$ cat config.mk
export PLATFORM = sky130hd
export DESIGN_NAME = comma_align_n
export DESIGN_NICKNAME = d
export VERILOG_FILES = /design/src/rtl/comma_align_n.sv
export SDC_FILE = /design/constraint.sdc
export NUM_CORES = 1
export LEC_CHECK = 0
export BUFFER_PORTS_ARGS = -buffer_cell sky130_fd_sc_hd__buf_2
export CORE_MARGIN = 4
export CORE_UTILIZATION = 56
export DETAILED_ROUTE_END_ITERATION = 8
export GPL_TIMING_DRIVEN = 0
export HOLD_SLACK_MARGIN = 0.15
export PLACE_DENSITY = 0.83
export SYNTH_ARGS = -nofsm -noshare
export SYNTH_HDL_FRONTEND = slang
export SYNTH_SLANG_ARGS = --single-unit
$ cat constraint.sdc
create_clock -name ser_rx_clk_i -period 5.3 [get_ports ser_rx_clk_i]
set_input_delay 0.795 -clock ser_rx_clk_i [delete_from_list [all_inputs] [get_ports ser_rx_clk_i]]
set_output_delay 0.795 -clock ser_rx_clk_i [all_outputs]
set_load 0.02 [all_outputs]
$ cat src/rtl/comma_align_n.sv
// Comma-based byte lane aligner: finds the K-character offset, locks after LOCK_CNT hits, realigns data.
// Optional lock-entry counter on realign_cnt_o when COMMA_ALIGN_STATS_EN is defined.
module comma_align_n #(
  parameter int          NBYTES     = 2,
  parameter logic [7:0]  COMMA      = 8'h3C,
  parameter int          LOCK_CNT   = 3,
  parameter int          UNLOCK_CNT = 2
) (
  input  logic                        ser_rx_clk_i,
  input  logic                        ser_rx_rst_i,
  input  logic [8*NBYTES-1:0]         ser_r_i,
  input  logic [NBYTES-1:0]           ser_rk_i,
  output logic [8*NBYTES-1:0]         ser_r_o,
  output logic [NBYTES-1:0]           ser_rk_o,
  output logic                        locked_o,
  output logic [$clog2(NBYTES)-1:0]   offset_o,
  output logic                        realign_o,
  output logic [15:0]                 realign_cnt_o
);
  localparam int KW = $clog2(NBYTES);
  localparam logic [3:0] LOCK_C   = 4'(LOCK_CNT);
  localparam logic [3:0] UNLOCK_C = 4'(UNLOCK_CNT);

  typedef enum logic [1:0] {HUNT, VERIFY, LOCKED} state_t;

  state_t              state_reg, state_next;
  logic [3:0]          match_reg, match_next;
  logic [3:0]          miss_reg, miss_next;
  logic [KW-1:0]       cand_reg, cand_next;
  logic [KW-1:0]       k_reg, k_next;
  logic                realign_reg, realign_next;
  logic [8*NBYTES-1:0] s1_r, s2_r, r_reg, r_next;
  logic [NBYTES-1:0]   s1_rk, s2_rk, rk_reg, rk_next;
  logic [NBYTES-1:0]   hit;
  logic                found;
  logic [KW-1:0]       c;
  logic                restart, lock_now;

  genvar gi;
  generate
    for (gi = 0; gi < NBYTES; gi++) begin : g_hit
      assign hit[gi] = s1_rk[gi] && (s1_r[8*gi +: 8] == COMMA);
    end
  endgenerate

  // Lowest comma index wins, so scan from the top down.
  always_comb begin
    found = |hit;
    c     = '0;
    for (int j = NBYTES - 1; j >= 0; j--) begin
      if (hit[j]) c = KW'(j);
    end
  end

  always_ff @(posedge ser_rx_clk_i) begin
    if (ser_rx_rst_i) begin
      state_reg   <= HUNT;
      match_reg   <= '0;
      miss_reg    <= '0;
      cand_reg    <= '0;
      k_reg       <= '0;
      realign_reg <= 1'b0;
      s1_r        <= '0;
      s1_rk       <= '0;
      s2_r        <= '0;
      s2_rk       <= '0;
      r_reg       <= '0;
      rk_reg      <= '0;
    end else begin
      state_reg   <= state_next;
      match_reg   <= match_next;
      miss_reg    <= miss_next;
      cand_reg    <= cand_next;
      k_reg       <= k_next;
      realign_reg <= realign_next;
      s1_r        <= ser_r_i;
      s1_rk       <= ser_rk_i;
      s2_r        <= s1_r;
      s2_rk       <= s1_rk;
      r_reg       <= r_next;
      rk_reg      <= rk_next;
    end
  end

  always_comb begin
    state_next   = state_reg;
    match_next   = match_reg;
    miss_next    = miss_reg;
    cand_next    = cand_reg;
    k_next       = k_reg;
    realign_next = 1'b0;
    restart      = 1'b0;
    lock_now     = 1'b0;
    if (found) begin
      case (state_reg)
        HUNT: restart = 1'b1;
        VERIFY: begin
          if (c == cand_reg) begin
            if (match_reg + 4'd1 == LOCK_C) lock_now = 1'b1;
            else                            match_next = match_reg + 4'd1;
          end else begin
            restart = 1'b1;
          end
        end
        LOCKED: begin
          if (c == k_reg)                          miss_next = '0;
          else if (miss_reg + 4'd1 == UNLOCK_C)    restart   = 1'b1;
          else                                     miss_next = miss_reg + 4'd1;
        end
        default: state_next = HUNT;
      endcase
    end
    if (restart) begin
      cand_next  = c;
      match_next = 4'd1;
      if (LOCK_CNT == 1) lock_now = 1'b1;
      else               state_next = VERIFY;
    end
    // In VERIFY c equals cand_reg when locking, so c is always the new offset.
    if (lock_now) begin
      state_next   = LOCKED;
      cand_next    = c;
      k_next       = c;
      miss_next    = '0;
      realign_next = 1'b1;
    end
  end

  // Output byte i comes from the older word when i+k fits, otherwise from the newer one.
  always_comb begin
    r_next  = '0;
    rk_next = '0;
    for (int i = 0; i < NBYTES; i++) begin
      if (i + int'(k_reg) < NBYTES) begin
        r_next[8*i +: 8] = s2_r[8*(i + int'(k_reg)) +: 8];
        rk_next[i]       = s2_rk[i + int'(k_reg)];
      end else begin
        r_next[8*i +: 8] = s1_r[8*(i + int'(k_reg) - NBYTES) +: 8];
        rk_next[i]       = s1_rk[i + int'(k_reg) - NBYTES];
      end
    end
  end

  always_comb begin
    ser_r_o   = r_reg;
    ser_rk_o  = rk_reg;
    locked_o  = (state_reg == LOCKED);
    offset_o  = k_reg;
    realign_o = realign_reg;
  end

`ifdef COMMA_ALIGN_STATS_EN
  logic [15:0] realign_cnt_reg;
  always_ff @(posedge ser_rx_clk_i) begin
    if (ser_rx_rst_i)                                 realign_cnt_reg <= '0;
    else if (realign_reg && realign_cnt_reg != 16'hFFFF) realign_cnt_reg <= realign_cnt_reg + 16'd1;
  end
  assign realign_cnt_o = realign_cnt_reg;
`else
  assign realign_cnt_o = 16'h0000;
`endif

endmodule
# --- Word level (Yosys, flattened, before mapping) ---
# Index checks and enable logic that the tools add are counted.
word_totals:
  ff_bits: 67
classes:
  addsub: 5
  bitwise_logic: 1
  n_lt_le_gt_ge: 6
  n_reduce_logical: 17
  muxes: 40
  n_eq_ne: 12
  shift: 4
op_table:
  columns: ["operator", "count"]
  rows:
  - ["less-than comparator 32 x 3 -> 1 bit, second input constant", 2]
  - ["variable part select 16 x 32 -> 8 bit", 1]
  - ["variable part select 16 x 6 -> 8 bit", 2]
  - ["two-way mux 1 bit", 31]
  - ["== test 8 x 6 -> 1 bit, second input constant", 2]
  - ["two-way mux 8 bit", 2]
  - ["variable part select 16 x 5 -> 8 bit", 1]
  - ["adder 4 x 1 -> 4 bit, second input constant", 2]
  - ["== test 4 x 2 -> 1 bit, second input constant", 2]
  - ["two-way mux 2 bit", 4]
  - ["two-way mux 4 bit", 2]
  - ["AND reduction 4 bit", 2]
  - ["nonzero test 2 bit", 4]
  - ["less-than comparator 3 bit, second input constant", 2]
  - ["OR reduction 2 bit", 3]
  - ["less-than comparator 1 x 2 -> 1 bit, second input constant", 2]
  - ["!= test 2 bit, second input constant", 2]
  - ["AND reduction 2 bit", 2]
  - ["!= test 3 x 1 -> 1 bit, second input constant", 1]
  - ["case mux 1 bit (3 select lines)", 1]
  - ["AND reduction 3 bit", 1]
  - ["nonzero test 3 bit", 1]
  - ["OR reduction 3 bit", 1]
  - ["subtractor 1 x 2 -> 3 bit, second input constant", 1]
  - ["9 further kinds", 11]

# --- Logic depth before layout (Yosys ltp) ---
depth:
  ltp_word: 10
  depth_mapped: 8
  depth_no_buf: 8

# --- Least setup slack after synthesis ---
# Ideal clock, no wire load.
synth_path:
  path_type: "register to register"
  startpoint: "register s1_r[2]"
  endpoint: "register miss_reg[0]"
  path_stages_with_launch: 7
  setup_slack_ns: 3.190
  setup_time_ns: 0.075
  t_required_ns: 5.225
  arrival_time_ns: 2.035
  cell_sequence: "dfxtp_1 or3b_4 nor4_4 mux2i_1 nor2_1 or3b_2 o22ai_1"
synth_between:
  elab_chain_cells: 8
synth_lines:
  columns: ["item", "line_no", "source"]
  rows:
  - ["start, declared", "32", "logic [8*NBYTES-1:0] s1_r, s2_r, r_reg, r_next;"]
  - ["start signal, assigned", "76", "s1_r <= ser_r_i;"]
  - ["== test 8 x 6 -> 1 bit *", "42", "assign hit[gi] = s1_rk[gi] && (s1_r[8*gi +: 8] == COMMA);"]
  - ["logical AND 1 bit *", "42", null]
  - ["two-way mux 1 bit", "51", "if (hit[j]) c = KW'(j);"]
  - ["== test 1 bit", "98", "if (c == cand_reg) begin"]
  - ["two-way mux 1 bit", "98", null]
  - ["two-way mux 1 bit", "95", "case (state_reg)"]
  - ["two-way mux 1 bit", "94", "if (found) begin"]
  - ["OR reduction 2 bit (no source line)", null, null]
  - ["end signal, assigned", "72", "miss_reg <= miss_next;"]
  - ["end, declared", "28", "logic [3:0] miss_reg, miss_next;"]
# Mark *: on every way between the ends. The rest lies on a longest branch, timed or not.
# A chain may end at the register's enable or synchronous reset.

# --- Final worst setup path ---
# Same ends and word-level chain as after synthesis.

==> results.toml <==
[setup_path]
cpPeakStageDelay_ps = 490
slowest_stage = "mux2i_1"
timing.rr.start = "s1_r[2]$_SDFF_PP0_"
critPathCapture = "miss_reg[0]$_SDFFE_PP0P_"
required_ps = 5560
cp-end-kind = "flip-flop"
timing.rr.end = "miss_reg[0]$_SDFFE_PP0P_"
ff2ff_path_depth = 6
path_max_fanout = 7
path_cells = "or3b_4 -> nor4_4 -> mux2i_1 -> nor2_1 -> or3b_2 -> o22ai_1"
worstSetupStartpointType = "flip-flop"
startpoint = "s1_r[2]$_SDFF_PP0_"
path_class = "reg -> reg"
critPathArrivalTime_ps = 2760
reg2reg_setup_slack_ps = 2790

[timing]
clock.fmax_mhz = 399
worstMarginPinSlew_ps = 747
fin_skew_ps = 9.17
hold_viol = 0
max-slew-margin-rel_pct = 50.2
grt_setup_unrepaired = "no"
fin_crit_sh_pct = 47.3
fin_tns_setup_ps = 0
drv_slew = 0
setup_violations = 0
fin_crit_ps = 2510

[routing]
drtPass1Iterations = 4
drt_iter0_markers = 55
wl_per_cell_um = 12.5
drc = 0
vias = 1963
wirelength_um = 4840
viasPerCell = 5.07
ant_nets = 0

[clock_network]
cts_resized = 0
cts.clk_slew.worst_paths_ps = 70
clockBufferDepth = 2
htree_num_levels = 3
cts_tree = "done"
clk_latency_ps = 340
cts_buffers = 9
cts-root-buf = "clkbuf_8"
cts_sinks = 67
post_cts_buffers = 0
ctsHoldBuffers = 0

[logic_synthesis]
yosysWarnings = 0
async_flop_share_pct = 0
syn_avg_cell_area_um2 = 10.0
ys_seq_elements = 67
synth.distinct_cells = 50
synth_area_um2 = 2650
synthCells = 265
yosysTopAreaCell = "dfxtp_1"
synth_edf_count = 0
yosysSeqAreaShare_pct = 50.5
ys.flop_type = "dfxtp_1"
synth.top_cell.area_share_pct = 50.5
synth.area.top_cells = "dfxtp_1 (51%), nor2b_1 (8.5%), mux2i_1 (7.5%)"

[floorplanning]
num_rows = 24
ios = 57
start_util_pct = 59.3
fp.coreArea_um2 = 4470
die-height_um = 76.8
die_area_um2 = 5900
die_x_um = 76.8

[placement]
place_inst = 371
numPortBuffers = 39
gp_congestion = 0.839
dp_hpwl_um = 3550

[finish]
nets = 354
final_cell_mix = "dfxtp_1 (67), buf_2 (40), nor2b_1 (36), nor2_1 (27), mux2i_1 (20)"
layout_commonest_cell = "dfxtp_1"
drive_above_1_share_pct = 23.9
fin_cells = 387
areaGrowthSynthToFinish_pct = 19.6
antenna_cells = 0

[status]
status = "completed"

[power]
power_density_nw_per_um2 = 317
p_leak_nw = 1.33
max-vdd-ir-drop_mv = 0.306

[global_routing]
grt_max_degree = 13
antenna_found_initial = 0
grt_pass1_wl_um = 8340
overflow = 0
grt.total_usage_pct = 18.0
grt_pass1_vias = 1903

[run]
cap_violations = 0

[min_path]
min_path_type = "reg -> reg"
==> metal layers <==
layer	global-route usage, %	vias to the layer above	part of all wire [%]
li1	-	1001	-
met1	21.5	881	45
met2	28.0	74	45
met3	8.31	7	8.7
met4	7.25	0	1.6
met5	0	-	0
==> cell usage after synthesis, types with 2 or more instances <==
master and count:
inv_1 5, nand2b_1 4, o21ai_0 3, ha_1 4
a21oi_1 12, nor4_1 4, nor2_1 27, nand3b_1 2
o22ai_1 2, clkbuf_1 8, nand3_1 4, nand4b_1 2
and3_1 2, a211oi_1 3, mux2i_1 20, nand2_1 7
nor2b_1 36, dfxtp_1 67, nor4b_1 2, xnor2_1 3
nor3_1 4, buf_4 16
==> cells by family after synthesis <==
group                      Yosys count  share of synthesized area (%)
AOI/OAI and AO/OA                   32                           7.97
xor gates and xnor gates             5                           1.93
adders and majority gates            4                           1.89
buffers and inverters               32                           7.12
DFF                                 67                           50.5
muxes                               20                           7.54
other                                1                          0.141
and+or+nand+nor                    104                           22.9
==> through the flow <==
| stage | power (mW) | instance area (um^2) | setup WS [ps] | hold slack (ps) | util [%] |
|---|---|---|---|---|---|
| after floorplan | 0.583 | 2710 | 3190 | 428 | - |
| after global placement | 0.599 | 2970 | 2890 | 440 | 66.4 |
| after detailed placement | 0.601 | 2970 | 2850 | 444 | 66.4 |
| after CTS | 1.01 | 3170 | 2820 | 456 | 70.9 |
| after global routing | 1.05 | 3170 | 2600 | 485 | 70.9 |
| final | 1.00 | 3170 | 2790 | 455 | 70.9 |
==> area by class of cell <==
class / count / area, um^2
buffer: 27 / 170
clock buffer: 10 / 138
clock inverter: 6 / 65.1
fill: 345 / 1300
inverter: 5 / 18.8
multi-input combinational: 181 / 1180
sequential: 67 / 1340
tap: 52 / 65.1
timing repair buffer: 39 / 195
==> critical path, delay by kind of cell, from the launching register on <==
family	cells	cell delay (ps)
flops	1	370
mux	1	490
simple gates	4	1420
compound gates	1	140
==> where the power goes <==
| part | total, mW | switching [mW] | internal (mW) |
|---|---|---|---|
| Combinational | 0.0627 | 0.0357 | 0.0270 |
| Clock | 0.415 | 0.185 | 0.230 |
| Sequential | 0.527 | 0.00732 | 0.520 |
==> how the worst min path moves through the flow <==
stage                     endpoint  cells after the start                 from
2_1_floorplan  s2_r[10]$_SDFF_PP0_                      1  s1_r[10]$_SDFF_PP0_
3_3_place_gp   s2_r[14]$_SDFF_PP0_                      1  s1_r[14]$_SDFF_PP0_
3_5_place_dp   s2_r[14]$_SDFF_PP0_                      1  s1_r[14]$_SDFF_PP0_
6_report       s2_r[14]$_SDFF_PP0_                      1  s1_r[14]$_SDFF_PP0_
4_1_cts        s2_r[14]$_SDFF_PP0_                      1  s1_r[14]$_SDFF_PP0_
5_1_grt        s2_r[14]$_SDFF_PP0_                      1  s1_r[14]$_SDFF_PP0_
No activity file was read; power rests on OpenSTA's default activity.
